[config.mk]
export PLATFORM = sky130hd
export DESIGN_NAME = module_deco_gray_nseg
export DESIGN_NICKNAME = d
export VERILOG_FILES = /design/src/rtl/deco_gray_pkg.sv /design/src/rtl/module_deco_gray_nseg_bin2bcd.sv /design/src/rtl/module_deco_gray_nseg.sv
export SDC_FILE = /design/constraint.sdc
export NUM_CORES = 1
export LEC_CHECK = 0
export CORE_ASPECT_RATIO = 2
export CORE_MARGIN = 2
export CORE_UTILIZATION = 35
export CTS_CLUSTER_SIZE = 10
export DETAILED_ROUTE_END_ITERATION = 10
export GPL_ROUTABILITY_DRIVEN = 0
export MAX_ROUTING_LAYER = met4
export PLACE_DENSITY_LB_ADDON = 0.1
export SYNTH_ARGS = -nofsm -noshare
export SYNTH_HDL_FRONTEND = slang
export SYNTH_SLANG_ARGS = --single-unit
[constraint.sdc]
create_clock -name clk_pi -period 5.1 [get_ports clk_pi]
set_input_delay 1.275 -clock clk_pi [delete_from_list [all_inputs] [get_ports clk_pi]]
set_output_delay 1.275 -clock clk_pi [all_outputs]
set_load 0.01 [all_outputs]
[src/rtl/deco_gray_pkg.sv]
// Shared constants for the Gray decoder display: segment patterns, FSM encoding and conversion helpers.
package deco_gray_pkg;

  // Segment patterns {g,f,e,d,c,b,a}, active-low
  localparam logic [6:0] SEG_0     = 7'h40;
  localparam logic [6:0] SEG_1     = 7'h79;
  localparam logic [6:0] SEG_2     = 7'h24;
  localparam logic [6:0] SEG_3     = 7'h30;
  localparam logic [6:0] SEG_4     = 7'h19;
  localparam logic [6:0] SEG_5     = 7'h12;
  localparam logic [6:0] SEG_6     = 7'h02;
  localparam logic [6:0] SEG_7     = 7'h78;
  localparam logic [6:0] SEG_8     = 7'h00;
  localparam logic [6:0] SEG_9     = 7'h10;
  localparam logic [6:0] SEG_BLANK = 7'h7F;

  typedef enum logic [1:0] {
    S_IDLE = 2'd0,
    S_CONV = 2'd1,
    S_LOAD = 2'd2
  } state_t;

  // Binary bit i is the XOR of all Gray bits at or above i within the w-bit word.
  function automatic logic [31:0] gray2bin(input logic [31:0] g, input int w);
    logic [31:0] mask;
    logic [31:0] gm;
    logic [31:0] b;
    mask = (w >= 32) ? 32'hFFFF_FFFF : ((32'd1 << w) - 32'd1);
    gm   = g & mask;
    b    = '0;
    for (int i = 0; i < 32; i++) begin
      b[i] = ^(gm >> i);
    end
    return b;
  endfunction

  function automatic logic [6:0] seg_of(input logic [3:0] nib);
    logic [6:0] s;
    case (nib)
      4'd0:    s = SEG_0;
      4'd1:    s = SEG_1;
      4'd2:    s = SEG_2;
      4'd3:    s = SEG_3;
      4'd4:    s = SEG_4;
      4'd5:    s = SEG_5;
      4'd6:    s = SEG_6;
      4'd7:    s = SEG_7;
      4'd8:    s = SEG_8;
      4'd9:    s = SEG_9;
      default: s = SEG_BLANK;
    endcase
    return s;
  endfunction

endpackage

[src/rtl/module_deco_gray_nseg_bin2bcd.sv]
// Sequential double-dabble converter: one binary bit shifted into the BCD accumulator per cycle.
module module_bin2bcd_seq
  import deco_gray_pkg::*;
#(
  parameter int BIN_W  = 8,
  parameter int DIGITS = 3
) (
  input  logic                  clk_i,
  input  logic                  rst_i,
  input  logic                  start_i,
  input  logic [BIN_W-1:0]      bin_i,
  output logic                  busy_o,
  output logic                  done_o,
  output logic [4*DIGITS-1:0]   bcd_o
);

  localparam int BCD_W = 4 * DIGITS;
  localparam int CNT_W = (BIN_W > 2) ? $clog2(BIN_W) : 1;
  localparam logic [CNT_W-1:0] LAST = CNT_W'(BIN_W - 1);

  logic [BIN_W-1:0] sh_q, sh_d;
  logic [BCD_W-1:0] bcd_q, bcd_d, adj;
  logic [CNT_W-1:0] cnt_q, cnt_d;
  logic             act_q, act_d;

  always_comb begin
    adj = bcd_q;
    for (int k = 0; k < DIGITS; k++) begin
      if (bcd_q[4*k +: 4] >= 4'd5) adj[4*k +: 4] = bcd_q[4*k +: 4] + 4'd3;
    end
    sh_d  = sh_q;
    bcd_d = bcd_q;
    cnt_d = cnt_q;
    act_d = act_q;
    if (start_i && !act_q) begin
      sh_d  = bin_i;
      bcd_d = '0;
      cnt_d = '0;
      act_d = 1'b1;
    end else if (act_q) begin
      bcd_d = {adj[BCD_W-2:0], sh_q[BIN_W-1]};
      sh_d  = sh_q << 1;
      cnt_d = cnt_q + CNT_W'(1);
      if (cnt_q == LAST) act_d = 1'b0;
    end
  end

  always_ff @(posedge clk_i) begin
    if (rst_i) begin
      sh_q  <= '0;
      bcd_q <= '0;
      cnt_q <= '0;
      act_q <= 1'b0;
    end else begin
      sh_q  <= sh_d;
      bcd_q <= bcd_d;
      cnt_q <= cnt_d;
      act_q <= act_d;
    end
  end

  assign busy_o = act_q;
  assign done_o = act_q && (cnt_q == LAST);
  assign bcd_o  = bcd_q;

endmodule

[src/rtl/module_deco_gray_nseg.sv]
// Board top: synchronised, periodically sampled Gray switches -> binary LEDs and a scanned N-digit display.
// Define DECO_GRAY_BLANK_EN to blank leading-zero digits (digit 0 is always shown).
module module_deco_gray_nseg
  import deco_gray_pkg::*;
#(
  parameter int GRAY_W    = 8,
  parameter int DIGITS    = 3,
  parameter int REFRESH_W = 16,
  parameter int SAMPLE_W  = 20
) (
  input  logic              clk_pi,
  input  logic              rst_pi,
  input  logic [GRAY_W-1:0] codigo_gray_pi,
  output logic [DIGITS-1:0] anodo_po,
  output logic [6:0]        catodo_po,
  output logic [GRAY_W-1:0] codigo_bin_led_po,
  output logic              conv_busy_po,
  output logic              dato_listo_po
);

  localparam int BCD_W = 4 * DIGITS;
  localparam int IDX_W = (DIGITS > 1) ? $clog2(DIGITS) : 1;

  logic [GRAY_W-1:0]    sync1_q, sync2_q, bin_lat_q, led_q, bin_now;
  logic [SAMPLE_W-1:0]  samp_q;
  logic [REFRESH_W-1:0] ref_q;
  logic [IDX_W-1:0]     idx_q, idx_d;
  logic [BCD_W-1:0]     disp_q, bcd_w;
  logic [DIGITS-1:0]    anodo_q;
  logic [6:0]           catodo_q, seg_d;
  logic [3:0]           nib;
  logic [31:0]          bin_full;
  logic                 tick_q, conv_start, conv_busy, conv_done, unused_bin_hi;
  state_t               state_q, state_d;

  assign bin_full      = gray2bin(32'(sync2_q), GRAY_W);
  assign bin_now       = bin_full[GRAY_W-1:0];
  assign unused_bin_hi = ^bin_full[31:GRAY_W];

  module_bin2bcd_seq #(.BIN_W(GRAY_W), .DIGITS(DIGITS)) u_bin2bcd (
    .clk_i   (clk_pi),
    .rst_i   (rst_pi),
    .start_i (conv_start),
    .bin_i   (bin_now),
    .busy_o  (conv_busy),
    .done_o  (conv_done),
    .bcd_o   (bcd_w)
  );

  // Ticks arriving outside S_IDLE are simply not looked at, so they are dropped.
  always_comb begin
    state_d    = state_q;
    conv_start = 1'b0;
    case (state_q)
      S_IDLE: if (tick_q) begin
        conv_start = 1'b1;
        state_d    = S_CONV;
      end
      S_CONV: if (conv_done) state_d = S_LOAD;
      S_LOAD: state_d = S_IDLE;
      default: state_d = S_IDLE;
    endcase
  end

  always_ff @(posedge clk_pi) begin
    if (rst_pi) state_q <= S_IDLE;
    else        state_q <= state_d;
  end

  always_comb begin
    nib = '0;
    for (int k = 0; k < DIGITS; k++) begin
      if (IDX_W'(k) == idx_q) nib = disp_q[4*k +: 4];
    end
    seg_d = seg_of(nib);
`ifdef DECO_GRAY_BLANK_EN
    begin
      logic upper_zero;
      upper_zero = 1'b1;
      for (int k = 0; k < DIGITS; k++) begin
        if (IDX_W'(k) >= idx_q && disp_q[4*k +: 4] != 4'd0) upper_zero = 1'b0;
      end
      if (idx_q != '0 && upper_zero) seg_d = SEG_BLANK;
    end
`endif
    idx_d = (idx_q == IDX_W'(DIGITS - 1)) ? '0 : idx_q + IDX_W'(1);
  end

  always_ff @(posedge clk_pi) begin
    if (rst_pi) begin
      sync1_q   <= '0;
      sync2_q   <= '0;
      samp_q    <= '0;
      tick_q    <= 1'b0;
      ref_q     <= '0;
      idx_q     <= '0;
      bin_lat_q <= '0;
      led_q     <= '0;
      disp_q    <= '0;
      anodo_q   <= '1;
      catodo_q  <= SEG_BLANK;
    end else begin
      sync1_q <= codigo_gray_pi;
      sync2_q <= sync1_q;
      samp_q  <= samp_q + SAMPLE_W'(1);
      tick_q  <= (samp_q == '1);
      ref_q   <= ref_q + REFRESH_W'(1);
      if (conv_start) bin_lat_q <= bin_now;
      // LEDs and display are loaded together so they never disagree
      if (state_q == S_LOAD) begin
        led_q  <= bin_lat_q;
        disp_q <= bcd_w;
      end
      if (ref_q == '1) begin
        anodo_q  <= ~(DIGITS'(1) << idx_q);
        catodo_q <= seg_d;
        idx_q    <= idx_d;
      end
    end
  end

  assign anodo_po          = anodo_q;
  assign catodo_po         = catodo_q;
  assign codigo_bin_led_po = led_q;
  assign conv_busy_po      = conv_busy || (state_q == S_LOAD);
  assign dato_listo_po     = (state_q == S_LOAD);

endmodule

[After elaboration in Yosys (flattened, before gate mapping)]
Memories as Yosys holds them, arrays and structs flattened. A register that Yosys moved wholly into a read port is not among the register bits.
Cells that the tools add are included.
Storage, ports and cells
  register bits: 112
  bits in latches: 0
  memory bits (writable): 0
  ROM bits: 112
  bits of input ports: 10
  output and inout bits: 20
  word-level logic and storage cells: 72
  memories: 1
Operators by class
  add/sub/neg operators: 7
  $mul: 0
  div/mod/pow operators: 0
  order comparisons: 3
  eq/ne operators: 10
  shift-type cells: 1
  mux-type cells: 17
  bitwise gates (word level): 1
  reductions and logical operators: 17
Memories
  (no name shown): words 16, bits a word 7, rd ports 1, clocked after memory_dff 1, write ports 0, line deco_gray_pkg.sv:39  | case (nib)
Operators with widths (count)
  $reduce_xor A32 Y1: 8
  $add A20 B1 Y20 const B: 1
  $eq A20 B20 Y1 const B: 1
  $mux W4: 5
  $add A16 B1 Y16 const B: 1
  $eq A16 B16 Y1 const B: 1
  $mux W8: 2
  $ge A4 B3 Y1 const B: 3
  $add A4 B2 Y4 const B: 2
  $mux W2: 3
  $mux W1: 5
  $eq A2 B2 Y1 const B: 2
  $logic_not A2 Y1: 2
  $ne A2 B2 Y1 const B: 2
  $pmux W2 S2: 1
  $add A3 B1 Y3 const B: 1
  $add A3 B2 Y3 const B: 1
  $eq A3 B3 Y1 const B: 1
  $mux W3: 1
  $not A3 Y3: 1
  $shl A1 B2 Y3 const A: 1
  $add A2 B1 Y2 const B: 1
  $eq A1 B2 Y1 const A: 1
  $eq A2 B1 Y1 const B: 1
  other kinds (7): 8

[Logic depth before layout (Yosys ltp)]
  depth after elaboration: 4
  depth in mapped cells: 9
  mapped depth without buffers: 8

[Cells and area by module]
A second synthesis with hierarchy kept.
Unflattened totals
  cell total of the unflattened synthesis: 559
  area total of the unflattened synthesis: 5052.3 um2
By module, submodules not included
  module_deco_gray_nseg: times used 1, cells an instance 421, area an instance 3842.4 um2, seq. area each 1901.8 um2
  module_bin2bcd_seq: times used 1, cells an instance 138, area an instance 1209.9 um2, seq. area each 480.5 um2

[Least setup slack after synthesis]
No wires, ideal clock.
  path type: input port to flip-flop
  start point: in rst_pi
  end point: reg u_bin2bcd.bcd_q[0], in the netlist u_bin2bcd.bcd_o[0]
  library setup time: 0.128 ns
  arrival: 2.215 ns
  required time: 4.972 ns
  setup slack: 2.757 ns
  stages: 5
  buffers on the path: 2
  cells stage by stage: clkbuf_1 > inv_1 > o21ai_1 > clkbuf_1 > nor2_1
On the way
  word-level cells in the longest chain between the ends: 1
RTL lines
  start, declared: line module_deco_gray_nseg.sv:12  | input logic rst_pi,
  $reduce_or A2 Y1 (no line)
  end signal, assigned: line module_deco_gray_nseg_bin2bcd.sv:51  | bcd_q <= '0;
  end signal, assigned: line module_deco_gray_nseg_bin2bcd.sv:56  | bcd_q <= bcd_d;
  end, declared: line module_deco_gray_nseg_bin2bcd.sv:22  | logic [BCD_W-1:0] bcd_q, bcd_d, adj;
No other way between the ends.
A chain may end at the register's enable or synchronous reset.

[Worst setup path in the final report]
  start point: reg state_q[0]
  end point: out dato_listo_po
On the way
  word-level cells in the longest chain between the ends: 1
RTL lines
  start, declared: line module_deco_gray_nseg.sv:34  | state_t state_q, state_d;
  start signal, assigned: line module_deco_gray_nseg.sv:67  | else state_q <= state_d;
  $eq A2 B2 Y1: line module_deco_gray_nseg.sv:126  | assign dato_listo_po = (state_q == S_LOAD);
  end, declared: line module_deco_gray_nseg.sv:18  | output logic dato_listo_po
No other way between the ends.

==> flow_summary.ini <==
[layout]
drive_above_1_share_pct = 6.51
stdcell_area_sq_um = 6020
diodes = 0
nets = 612
syn2layout_area_growth_pct = 22.2

[worst_setup_path]
cp-startpoint = state_q[0]$_SDFFE_PP0P_
worstPathMaxFanout = 22
ff2ff_setup_slack_ns = 2.93
crit_chain = nand2b_1 -> inv_1 -> clkdlybuf4s50_1
slowest_stage = nand2b_1
timing.critical_path.from_type = flop
crit_end = dato_listo_po
r2r-end = u_bin2bcd.cnt_q[0]$_SDFFE_PP0P_
rr_worst_depth = 3
regToRegStartpoint = state_q[1]$_SDFFE_PP0P_
cp_data_required_time_ns = 3.83
critical_path_class = flop to primary output
slowest_delay_ns = 0.65
arrival_ns = 2.55
crit_path_end_kind = primary output

[floorplanning]
initial_core_util_pct = 35.7
die_area_sq_um = 15100
fp.coreArea_sq_um = 13800
pin_count = 30
die_x_um = 87.9
num_rows = 61
die_y_um = 172

[synthesis]
synth_common_cells = dfxtp_1 (119), nand2_1 (74), nor2_1 (59)
avgSynthCellArea_sq_um = 8.77
synthTopCellsByArea = dfxtp_1 (48%), nand2_1 (5.6%), a21oi_1 (5.1%), nor2_1 (4.5%), xnor2_1 (4.1%)
synth_fp_nets = 588
synth.top_cell.area_share_pct = 48.4
synth_edf_count = 0
ys_seq_elements = 119
yosys.area.top_type = dfxtp_1
synth_ff_type = dfxtp_1
seq_area_frac_synth_pct = 48.4
synthCells = 562
synth_area_sq_um = 4930
yosysMostFrequentCell = dfxtp_1
synth_cell_types = 43
postSynth.asyncResetShare_pct = 0
yosys_warnings = 0

[grt]
antenna_found_initial = 0
grt_max_degree = 80
grt_pass1_vias = 3765
overflow = 0
grt_pass1_wl_mm = 17.8
grt_usage_pct = 15.8

[cts]
cts_resized = 0
h-tree-depth = 4
path_clk_slew_ns = 0.05
cts-buffers-inserted = 17
post_cts_buffers = 0
cts_root_buf = clkbuf_16
cts.sinks = 119
clock_latency_ns = 0.41
clk_path_buf_depth = 2
cts_tree = yes
postCtsHoldBufs = 0

[sta]
final_max_slew_viol_count = 0
min_period_over_period_pct = 75.0
worst_pin_slew_ns = 1.07
fin_tns_setup_ns = 0
worst_slack_ns = 1.28
slew_headroom_pct = 28.2
period_needed_ns = 3.82
rsz0062_at_grt = no
hold_ws_ns = 0.434
hold_viol_final = 0
fmax_ghz = 0.261
setup_viol = 0
skew_ns = 0.00873

[drt]
ant_nets = 0
via_count = 3797
wire_per_inst_um = 13.5
drc = 0
routed_via_density = 4.82
drtIter0Drc = 145
drtPass1Iterations = 4
finalWirelength_mm = 10.6

[power_and_ir_drop]
peakVddDrop_uv = 213
clock_power_share_pct = 57.1
combPwrFrac_pct = 2.1
pwr-share-seq_pct = 40.8
total_leakage_power_uw = 0.00216
cellPowerDensity_nw_per_um2 = 385
power.internal_uw = 1830
p_total_uw = 2320
switchingPower_uw = 483
swShare_pct = 20.8

[min_path]
hp-class = flop to flop

[place]
place.port_buffers = 29
dp_hpwl_mm = 7.22
placed_cell_area_sq_um = 5370
pre_cts_slack_ns = 1.70

[status]
outcome = finished, final reports clean

[flow_run]
cap_violations = 0
worst min path at each step:
stage,slack (ns),end,start,cells past startpoint
after floorplan,0.41,sync2_q[0]$_SDFF_PP0_,sync1_q[0]$_SDFF_PP0_,1
after global placement,0.42,sync2_q[5]$_SDFF_PP0_,sync1_q[5]$_SDFF_PP0_,1
after detailed placement,0.43,sync2_q[7]$_SDFF_PP0_,sync1_q[7]$_SDFF_PP0_,1
after CTS,0.44,sync2_q[7]$_SDFF_PP0_,sync1_q[7]$_SDFF_PP0_,1
after global routing,0.45,sync2_q[7]$_SDFF_PP0_,sync1_q[7]$_SDFF_PP0_,1
final,0.43,sync2_q[7]$_SDFF_PP0_,sync1_q[7]$_SDFF_PP0_,1
kinds of logic after synthesis:
logic type      after synthesis  synth area share [%]
mux                          14                  2.87
fa+ha+maj                    16                  4.06
flops                       119                  48.4
compound gates               97                  11.3
buf+inv                      44                  3.40
xor+xnor                     42                  8.05
simple gates                230                  22.0
worst max-delay path: cells and delay by family, from the launching register on:
family | cells | cell delay (ns)
and+or+nand+nor | 1 | 0.65
DFF | 1 | 0.37
buffers and inverters | 2 | 1.11
state kept, by name (all words and copies together) (netlist names), 3 cells and up:
signal	count
bin_lat_q	8
samp_q	20
ref_q	16
sync1_q	8
sync2_q	8
catodo_po	7
disp_q	12
u_bin2bcd.sh_q	8
u_bin2bcd.cnt_q	3
codigo_bin_led_po	8
anodo_po	3
u_bin2bcd.bcd_o	12
cells in the final DEF (no fill, tap or decap), types with 5 or more instances in the layout:
cell and instances:
mux2i_1 13, or3_1 7, ha_1 16, dfxtp_1 119
a21oi_1 50, o21ai_0 24, bufinv_16 5, nor2_1 59
nand4_1 7, nand2b_1 10, inv_1 17, clkdlybuf4s50_1 28
nand2_1 74, xor2_1 17, nand3_1 20, nor3_1 14
clkbuf_16 17, nor2b_1 21, xnor2_1 23
power groups by stage:
| stage | clock (uW) | sequential (uW) | combinational [uW] |
|---|---|---|---|
| after floorplan | 0 | 965 | 36.2 |
| after global placement | 0 | 966 | 49.1 |
| after detailed placement | 0 | 967 | 49.8 |
| after CTS | 1350 | 946 | 50.1 |
| after global routing | 1390 | 947 | 55.0 |
| final | 1320 | 946 | 48.8 |
layer usage:
metal  GRT usage [%]  share of wire, %  vias up
met5               -                 0        -
met4            8.56               3.5        0
met3            3.45               1.8       26
met2            27.3                54       46
met1            16.2                41     1793
li1                -                 -     1932
layout make-up:
class	instances	area, sq um
flip-flops and latches	119	2380
fillers	1388	7800
well taps	189	236
inverters	17	63.8
clock inverters	14	223
clock buffers	18	429
multi-input cells	399	2380
repair buffers	32	308
stage by stage:
| stage | utilization [%] | std cells |
|---|---|---|
| 2_1_floorplan | - | 562 |
| 3_3_place_gp | 38.8 | 756 |
| 3_5_place_dp | 38.8 | 756 |
| 4_1_cts | 43.6 | 788 |
| 5_1_grt | 43.6 | 788 |
| 6_report | 43.6 | 788 |
No activity file was read; power rests on OpenSTA's default activity.
